$ cat config.mk
export PLATFORM = sky130hd
export DESIGN_NAME = sd_otf_converter
export DESIGN_NICKNAME = d
export VERILOG_FILES = /design/src/rtl/sd_pkg.sv /design/src/rtl/sd_otf_step.sv /design/src/rtl/sd_otf_converter.sv
export SDC_FILE = /design/constraint.sdc
export NUM_CORES = 1
export LEC_CHECK = 0
export BUFFER_PORTS_ARGS = -buffer_cell sky130_fd_sc_hd__buf_2
export CAP_MARGIN = 10
export CORE_ASPECT_RATIO = 1.1
export CORE_UTILIZATION = 60
export DETAILED_ROUTE_END_ITERATION = 8
export PLACE_DENSITY = 0.86
export SYNTH_ARGS = -nofsm -noshare
export SYNTH_HDL_FRONTEND = slang
export SYNTH_SLANG_ARGS = --single-unit
$ cat constraint.sdc
create_clock -name clk -period 2.2 [get_ports clk]
set_input_delay 0.11 -clock clk [delete_from_list [all_inputs] [get_ports clk]]
set_output_delay 0.11 -clock clk [all_outputs]
set_load 0.01 [all_outputs]
$ cat src/rtl/sd_pkg.sv
// Shared types for the signed-digit on-the-fly conversion units.
// Digit encoding {zp, zn}, digit value helper and converter states.
package sd_pkg;

    typedef logic [1:0] sd_digit_t;

    localparam sd_digit_t SD_POS  = 2'b10;
    localparam sd_digit_t SD_NEG  = 2'b01;
    localparam sd_digit_t SD_ZERO = 2'b00;

    typedef enum logic [1:0] {
        IDLE,
        CONV,
        DONE
    } otf_state_t;

    // Both 00 and 11 encode zero.
    function automatic logic signed [1:0] sd_value(input sd_digit_t d);
        logic signed [1:0] v;
        v = 2'sd0;
        case (d)
            SD_POS:  v = 2'sd1;
            SD_NEG:  v = -2'sd1;
            default: v = 2'sd0;
        endcase
        return v;
    endfunction

endpackage

$ cat src/rtl/sd_otf_step.sv
// One on-the-fly conversion step: appends a signed digit to Q/QM.
// Ports: q, qm (current pair), d (digit) -> q_nxt, qm_nxt.
module sd_otf_step
    import sd_pkg::*;
#(
    parameter int W = 17
) (
    input  logic [W-1:0] q,
    input  logic [W-1:0] qm,
    input  sd_digit_t    d,
    output logic [W-1:0] q_nxt,
    output logic [W-1:0] qm_nxt
);

    logic pos;
    logic neg;

    assign pos = (d == SD_POS);
    assign neg = (d == SD_NEG);

    // QM tracks Q-1, so a negative digit borrows from QM instead
    // of propagating a carry through Q.
    always_comb begin
        q_nxt  = {q[W-2:0], 1'b0};
        qm_nxt = {qm[W-2:0], 1'b1};
        unique case (1'b1)
            pos: begin
                q_nxt  = {q[W-2:0], 1'b1};
                qm_nxt = {q[W-2:0], 1'b0};
            end
            neg: begin
                q_nxt  = {qm[W-2:0], 1'b1};
                qm_nxt = {qm[W-2:0], 1'b0};
            end
            default: ;
        endcase
    end

endmodule

$ cat src/rtl/sd_otf_converter.sv
// MSD-first signed-digit stream to two's-complement converter.
// Ports: start/din_valid/zp/zn in; busy, done, out_valid, q_out out.
module sd_otf_converter
    import sd_pkg::*;
#(
    parameter int N = 16
) (
    input  logic         clk,
    input  logic         rst_n,
    input  logic         start,
    input  logic         din_valid,
    input  logic         zp,
    input  logic         zn,
    output logic         busy,
    output logic         done,
    output logic         out_valid,
    output logic [N:0]   q_out
);

    localparam int W  = N + 1;
    localparam int CW = $clog2(N + 1);

    otf_state_t     state;
    otf_state_t     state_nxt;
    logic [W-1:0]   q;
    logic [W-1:0]   qm;
    logic [W-1:0]   q_step;
    logic [W-1:0]   qm_step;
    logic [CW-1:0]  cnt;
    logic           done_r;
    logic           ov_r;
    sd_digit_t      dig;
    logic           accept;
    logic           last;

    assign dig    = {zp, zn};
    // start has priority: a digit in the start cycle is dropped.
    assign accept = (state == CONV) && din_valid && !start;
    assign last   = (cnt == CW'(N - 1));

    sd_otf_step #(
        .W (W)
    ) u_step (
        .q      (q),
        .qm     (qm),
        .d      (dig),
        .q_nxt  (q_step),
        .qm_nxt (qm_step)
    );

    always_ff @(posedge clk or negedge rst_n) begin
        if (!rst_n) begin
            state <= IDLE;
        end else begin
            state <= state_nxt;
        end
    end

    always_comb begin
        state_nxt = state;
        unique case (1'b1)
            start:          state_nxt = CONV;
            accept && last: state_nxt = DONE;
            default: ;
        endcase
    end

    always_ff @(posedge clk or negedge rst_n) begin
        if (!rst_n) begin
            q      <= '0;
            qm     <= '1;
            cnt    <= '0;
            done_r <= 1'b0;
            ov_r   <= 1'b0;
        end else begin
            done_r <= 1'b0;
            if (start) begin
                q    <= '0;
                qm   <= '1;
                cnt  <= '0;
                ov_r <= 1'b0;
            end else if (accept) begin
                q   <= q_step;
                qm  <= qm_step;
                cnt <= cnt + CW'(1);
                if (last) begin
                    done_r <= 1'b1;
                    ov_r   <= 1'b1;
                end
            end
        end
    end

    assign busy      = (state == CONV);
    assign done      = done_r;
    assign out_valid = ov_r;
    assign q_out     = q;

endmodule

Word-level counts from Yosys, hierarchy flattened
Index checks and enable logic that the tools add are counted. Widths: inputs -> output; s select.

Register bits after elaboration: 42. Input port bits: 6. Output and inout bits: 20. Word-level logic and storage cells: 34.

$add $sub $neg: 1. Equal/unequal tests: 4. Muxes and demuxes: 15. Reductions and logical operators: 8.

Operator list (number): $mux 17 (2); $pmux 17 s2 (1); $mux 16 (2); $pmux 16 s2 (1); $mux 5 (2); $mux 1 (6); $reduce_bool 2->1 (3); $add 5x1->5 const B (1); $eq 5x4->1 const B (1); $eq 2x1->1 const B (2); $pmux 2 s2 (1); $logic_and 1x1->1 (3); $eq 2x2->1 const B (1); $reduce_and 2->1 (1); $logic_not 1->1 (1).

Depth between registers and ports, before layout
Word-level depth: 5. Mapped depth: 7. Gate-level depth less buffers: 5.

Modules after synthesis
Synthesis repeated with hierarchy kept, for this count alone.

Cell total of the unflattened synthesis: 236. Area, all modules: 2264.7 sq um.

Modules (own cells, without submodules): sd_otf_converter (times used 1, cells each 187, area an instance 1830.5 sq um, sequential area each 1097.3 sq um); sd_otf_step (times used 1, cells each 49, area an instance 434.2 sq um, sequential area each 0.0 sq um).

Least setup slack after synthesis
OpenSTA, ideal clock, no wires.

Path type: input port to flip-flop. Start point: in zp. End point: reg q[1] (netlist: q_out[1]). Library setup time: 0.137 ns. Arrival: 1.133 ns. Data required time: 2.063 ns. Slack: 0.930 ns. Stages: 7. Buffers on the path: 2. Path through: inv_1 ha_1 buf_2 buf_4 a221oi_1 a211o_1 a21oi_1.

Word-level cells in the longest chain between the ends: 4. Elaborated cells between the ends (all ways): 5. Classes of those cells: 2 x eq/ne; 3 x mux.

RTL lines: start, declared (line sd_otf_converter.sv:12) `input logic zp,`; $eq 2x1->1 / $eq 2x2->1 (equally long branches) (line sd_otf_step.sv:19, sd_otf_step.sv:18); $pmux 17 s2 * (line sd_otf_step.sv:26) `unique case (1'b1)`; $mux 17 * (line sd_otf_converter.sv:82) `end else if (accept) begin`; $mux 17 * (line sd_otf_converter.sv:77) `if (start) begin`; end signal, assigned (line sd_otf_converter.sv:83) `q <= q_step;`; end, declared (line sd_otf_converter.sv:25) `logic [W-1:0] q;`.

Every way passes the cells marked *; elsewhere a longest branch is shown, timed or not. The select of a mux whose other input is x is not followed. A chain may end at the register's enable or synchronous reset.

Worst setup path in the final report
Start point: reg state[1]. End point: reg q[10] (netlist: q_out[10]).

Word-level cells in the longest chain between the ends: 4.

RTL lines: start, declared (line sd_otf_converter.sv:23) `otf_state_t state;`; start signal, assigned (line sd_otf_converter.sv:55) `state <= state_nxt;`; $eq 2x1->1 (line sd_otf_converter.sv:38) `assign accept = (state == CONV) && din_valid && !start;`; $logic_and 1x1->1 (2 in series) (line sd_otf_converter.sv:38); $reduce_bool 2->1 (no line).

Every way passes these cells.

==> results list <==
- Max Fclk: 602 MHz
- Clock Latency Late Sink: 0.35 ns
* Setup clock skew after layout: 0.00695 ns
* GR met3 Demand/Resource: 0.0669
* Total Die Area: a little under 4000 um2
- Once layout is complete, the cells apart from fillers number 292.
* Total Neg Setup Slack: 0 ns
- Number of warnings issued by yosys: 0
- Layout Area Growth over Synthesis: 6.20%
- Registers take 1070 um2.
- The worst register-to-register path begins at state[1].
- Synthesis inferred 42 register bits.
* CTS tree: yes
- Required time at the worst-slack endpoint: around 2.5 ns
* Wire length of the first global-routing pass: approximately 7400 um
- For this configuration, the core starts out at a cell density of 0.645.
* Worst-case hold path end point: done
* GR Layer Usage met1: 0.332
- The startpoint identified for the worst hold timing path is din_valid.
* Worst setup slack for register-to-register paths: 0.54 ns
- Post-detailed-placement half-perimeter wirelength: 2610 um
* Most common flop cell mapped by yosys: sky130_fd_sc_hd__dfrtp_1
* Fraction of the mapped netlist area in compound gates: 0.303
- The number of max-slew violations in the final report is 0.
* Worst min-delay path class: in2reg
- The final layout contains routed wiring with a total length of 4270 um.
* Critical Path Source Type: register
- Summed over all layers, the global routing overflow is 0.
- At the end of the flow, the number of nets in the layout was between 200 and 300.
- Top cells by area, synth: sky130_fd_sc_hd__dfrtp_1 30%, sky130_fd_sc_hd__dfstp_2 19%, sky130_fd_sc_hd__a21oi_1 8.0%
- Measured along the y axis, the die boundary spans 65.5 um.
- Xor/xnor cell area share of the yosys netlist: 0.00398
- Result of the run: finished, final reports clean
- In the final routed layout, each cell accounts on average for 14.6 um.
* Overall global routing resource usage: 0.254
- In the synthesized netlist the async set-or-reset flop fraction comes to 1.00.
- Of the total synthesized cell area, the portion taken by AND, OR, NAND and NOR gates is 0.0807.
- The critical path is of the reg2reg type.
- At the end of routability-driven placement, the weighted congestion stood at around 0.74.
- Share of the cycle needed by the critical path after routing: 0.756
- Including well taps, the total number of placed cells is about 280.
* Fraction of final layout cells sized beyond drive strength 1: 0.242
- Each instance of the synthesized netlist takes up on average 9.70 um2.
- CTS placed an instance of sky130_fd_sc_hd__clkbuf_4 at the clock tree root.
* Static leakage: 0.999 nW
- Of the synthesized area, sequential elements account for 0.487.
- Data arrives at the worst endpoint at 1.94 ns.
- Of the post-synthesis cell area, the dominant cell type holds 0.296.
- The initial antenna violation count is 0.
* Critical Path End Type: register
- Highest-utilization routing layer at the global route stage: met2
- The first detailed-routing pass took 5 iterations.
- Residual antenna-violating net count after detailed routing: 0
* Clock period minus worst slack: roughly 1.7 ns
- RSZ-0062 raised after global routing: false
* Total count of hold-check failures in the final report: 0
- Depth of the worst register-to-register path: 4
* Mux contribution to synthesized area: 0
- Maximum buffer depth of the clock tree: 2
* Critical-path maximum fanout: between 40 and 50
- Max-cap violations in this run came to 0.
- Depth of the CTS H-tree: 2
- The layout has 284 filler cells.
- Core Area: 3410 um2
* Transition time of the tightest slew-check pin: ~0.9 ns
* Met2 Track Usage GR: 0.394
- Number of DRC violations after detailed routing: 0
- Count of buffers from port buffering: 25
* I/O pin cnt: 26
- Entering global routing, the biggest net connects 43 pins.
- In this run, the number of DRC markers left after iteration 0 of detailed routing was 96.
- Final antenna diode count: 0
- Count of instances resized after the clock tree is built: 0
- Area used by multi-input combinational logic: ~900 um2
- CTS sink count: 42
* Total clock buffers created by CTS: 5
* Power Dens Cells: between 600 and 700 nW/um2
- Placement Rows: 22
* DIE WIDTH: 59.7 um
- Post-synthesis cell count: 227
- Headroom to the max-slew limit came out at 0.414.
* Destination of the worst register-to-register timing path: q_out[10]
- Of the total synthesized cell area, the portion taken by full adders, half adders and majority gates is 0.0227.
- The synthesized design spends more area on one cell type than any other, namely sky130_fd_sc_hd__dfrtp_1.
- The number of global-route vias before repair is ~1,700.
- The worst hold path was traced through 4 stages.
* Number of enable flip-flop cells after synthesis: 0
- Across all layers, the routed design uses 1,761 vias.
- Clk slew on worst S/H paths: between 0.1 and 0.15 ns
* Number of nets produced by synthesis: around 240
- IR analysis of the VDD net gives a maximum drop of 0.433 mV.
- Netlist Area Pre-Place: roughly 2200 um2
- Combinational family with the most area after synthesis: compound AO/OA/AOI/OAI gates
* Final setup violation count: 0
* Average vias per placed instance: 6.03
- The netlist uses 28 different library cells.
-- layout by cell type (no fill, tap or decap), types with 2 or more instances in the layout --
cell type,Yosys,final
sky130_fd_sc_hd__buf_2,4,25
sky130_fd_sc_hd__ha_1,4,4
sky130_fd_sc_hd__a221oi_1,9,9
sky130_fd_sc_hd__nand2_1,19,19
sky130_fd_sc_hd__clkbuf_4,0,5
sky130_fd_sc_hd__dfstp_2,16,16
sky130_fd_sc_hd__a21oi_1,35,35
sky130_fd_sc_hd__nor2_1,8,8
sky130_fd_sc_hd__dfrtp_1,26,26
sky130_fd_sc_hd__a221oi_2,5,5
sky130_fd_sc_hd__o21ai_1,13,13
sky130_fd_sc_hd__inv_1,18,18
sky130_fd_sc_hd__o21ai_0,20,20
sky130_fd_sc_hd__clkbuf_1,7,2
sky130_fd_sc_hd__or3_1,2,2
sky130_fd_sc_hd__a211o_1,16,16
sky130_fd_sc_hd__nand3_1,3,3
sky130_fd_sc_hd__buf_4,4,5
sky130_fd_sc_hd__a311oi_1,2,2
-- power breakdown --
group / switching (W) / total, W / leakage [nW] / internal (W)
clock network: 0.000238 / 0.000396 / 0.0326 / 0.000158
logic: 0.000166 / 0.000268 / 0.450 / 0.000101
registers: 0.0000487 / 0.000892 / 0.517 / 0.000843
-- synth_stat cells (5+ instances only) --
library cell,count
sky130_fd_sc_hd__a21oi_1,35
sky130_fd_sc_hd__a211o_1,16
sky130_fd_sc_hd__dfstp_2,16
sky130_fd_sc_hd__nand2_1,19
sky130_fd_sc_hd__clkbuf_1,7
sky130_fd_sc_hd__o21ai_1,13
sky130_fd_sc_hd__inv_1,18
sky130_fd_sc_hd__dfrtp_1,26
sky130_fd_sc_hd__buf_6,7
sky130_fd_sc_hd__o21ai_0,20
sky130_fd_sc_hd__nor2_1,8
sky130_fd_sc_hd__a221oi_1,9
sky130_fd_sc_hd__a221oi_2,5
-- final cells by class --
cell class	count	area share
flip-flops and latches	42	0.458
multi-input cells	144	0.387
repair buffers	31	0.0739
inverters	19	0.0305
well taps	48	0.0257
clock buffers	8	0.0252
-- worst max-delay path: stages, from the launching register on --
cell                       delay, ns
sky130_fd_sc_hd__dfrtp_1        0.43
sky130_fd_sc_hd__nand3b_4       0.44
sky130_fd_sc_hd__buf_4          0.33
sky130_fd_sc_hd__a211o_1        0.27
sky130_fd_sc_hd__a21oi_1        0.12
-- metal layers --
metal  part of all wire  vias up  wire length (um)
met5                  0        -                 0
li1                   -      846                 -
met2               0.48       66              2060
met4              0.015        0                65
met3              0.057        6               242
met1               0.44      843              1890
-- registers in the layout, summed over array words and instances (netlist names) --
register and flops:
cnt 5, state 2, out_valid 1, done 1, qm 16, q_out 17
-- repair_timing --
item	CTS	global route
hold buffers	1	0
buffers inserted	0	0
endpoints found under the hold margin	26	0
-- cell families (layout without fill, tap and decap cells) --
family                     Yosys count  in the layout
buffers and inverters               41             58
DFF                                 42             42
adders and majority gates            4              4
xor gates and xnor gates             1              1
and+or+nand+nor                     37             37
AOI/OAI and AO/OA                  102            102
-- through the flow --
| step | cell area [um2] | total power [W] | worst slack (ns) | hold slack (ns) | util |
|---|---|---|---|---|---|
| final | 2340 | 0.00156 | 0.538 | 0.314 | 0.685 |
| after global routing | 2340 | 0.00164 | 0.385 | 0.316 | 0.685 |
| after CTS | 2340 | 0.00156 | 0.538 | 0.293 | 0.685 |
| after detailed placement | 2270 | 0.00117 | 0.568 | 0.284 | 0.665 |
| after global placement | 2270 | 0.00116 | 0.613 | 0.288 | 0.665 |
| after floorplan | 2200 | 0.00110 | 0.930 | -0.186 | - |
-- worst max-delay path by stage --
| stage | from | slack, ns | endpoint |
|---|---|---|---|
| final | state[1] | 0.54 | q_out[10] |
| after global routing | state[1] | 0.38 | q_out[9] |
| after CTS | state[1] | 0.54 | q_out[10] |
| after detailed placement | state[1] | 0.57 | q_out[10] |
| after global placement | state[1] | 0.61 | q_out[9] |
| after floorplan | zp | 0.93 | q_out[1] |
No activity file was read; power rests on OpenSTA's default activity.
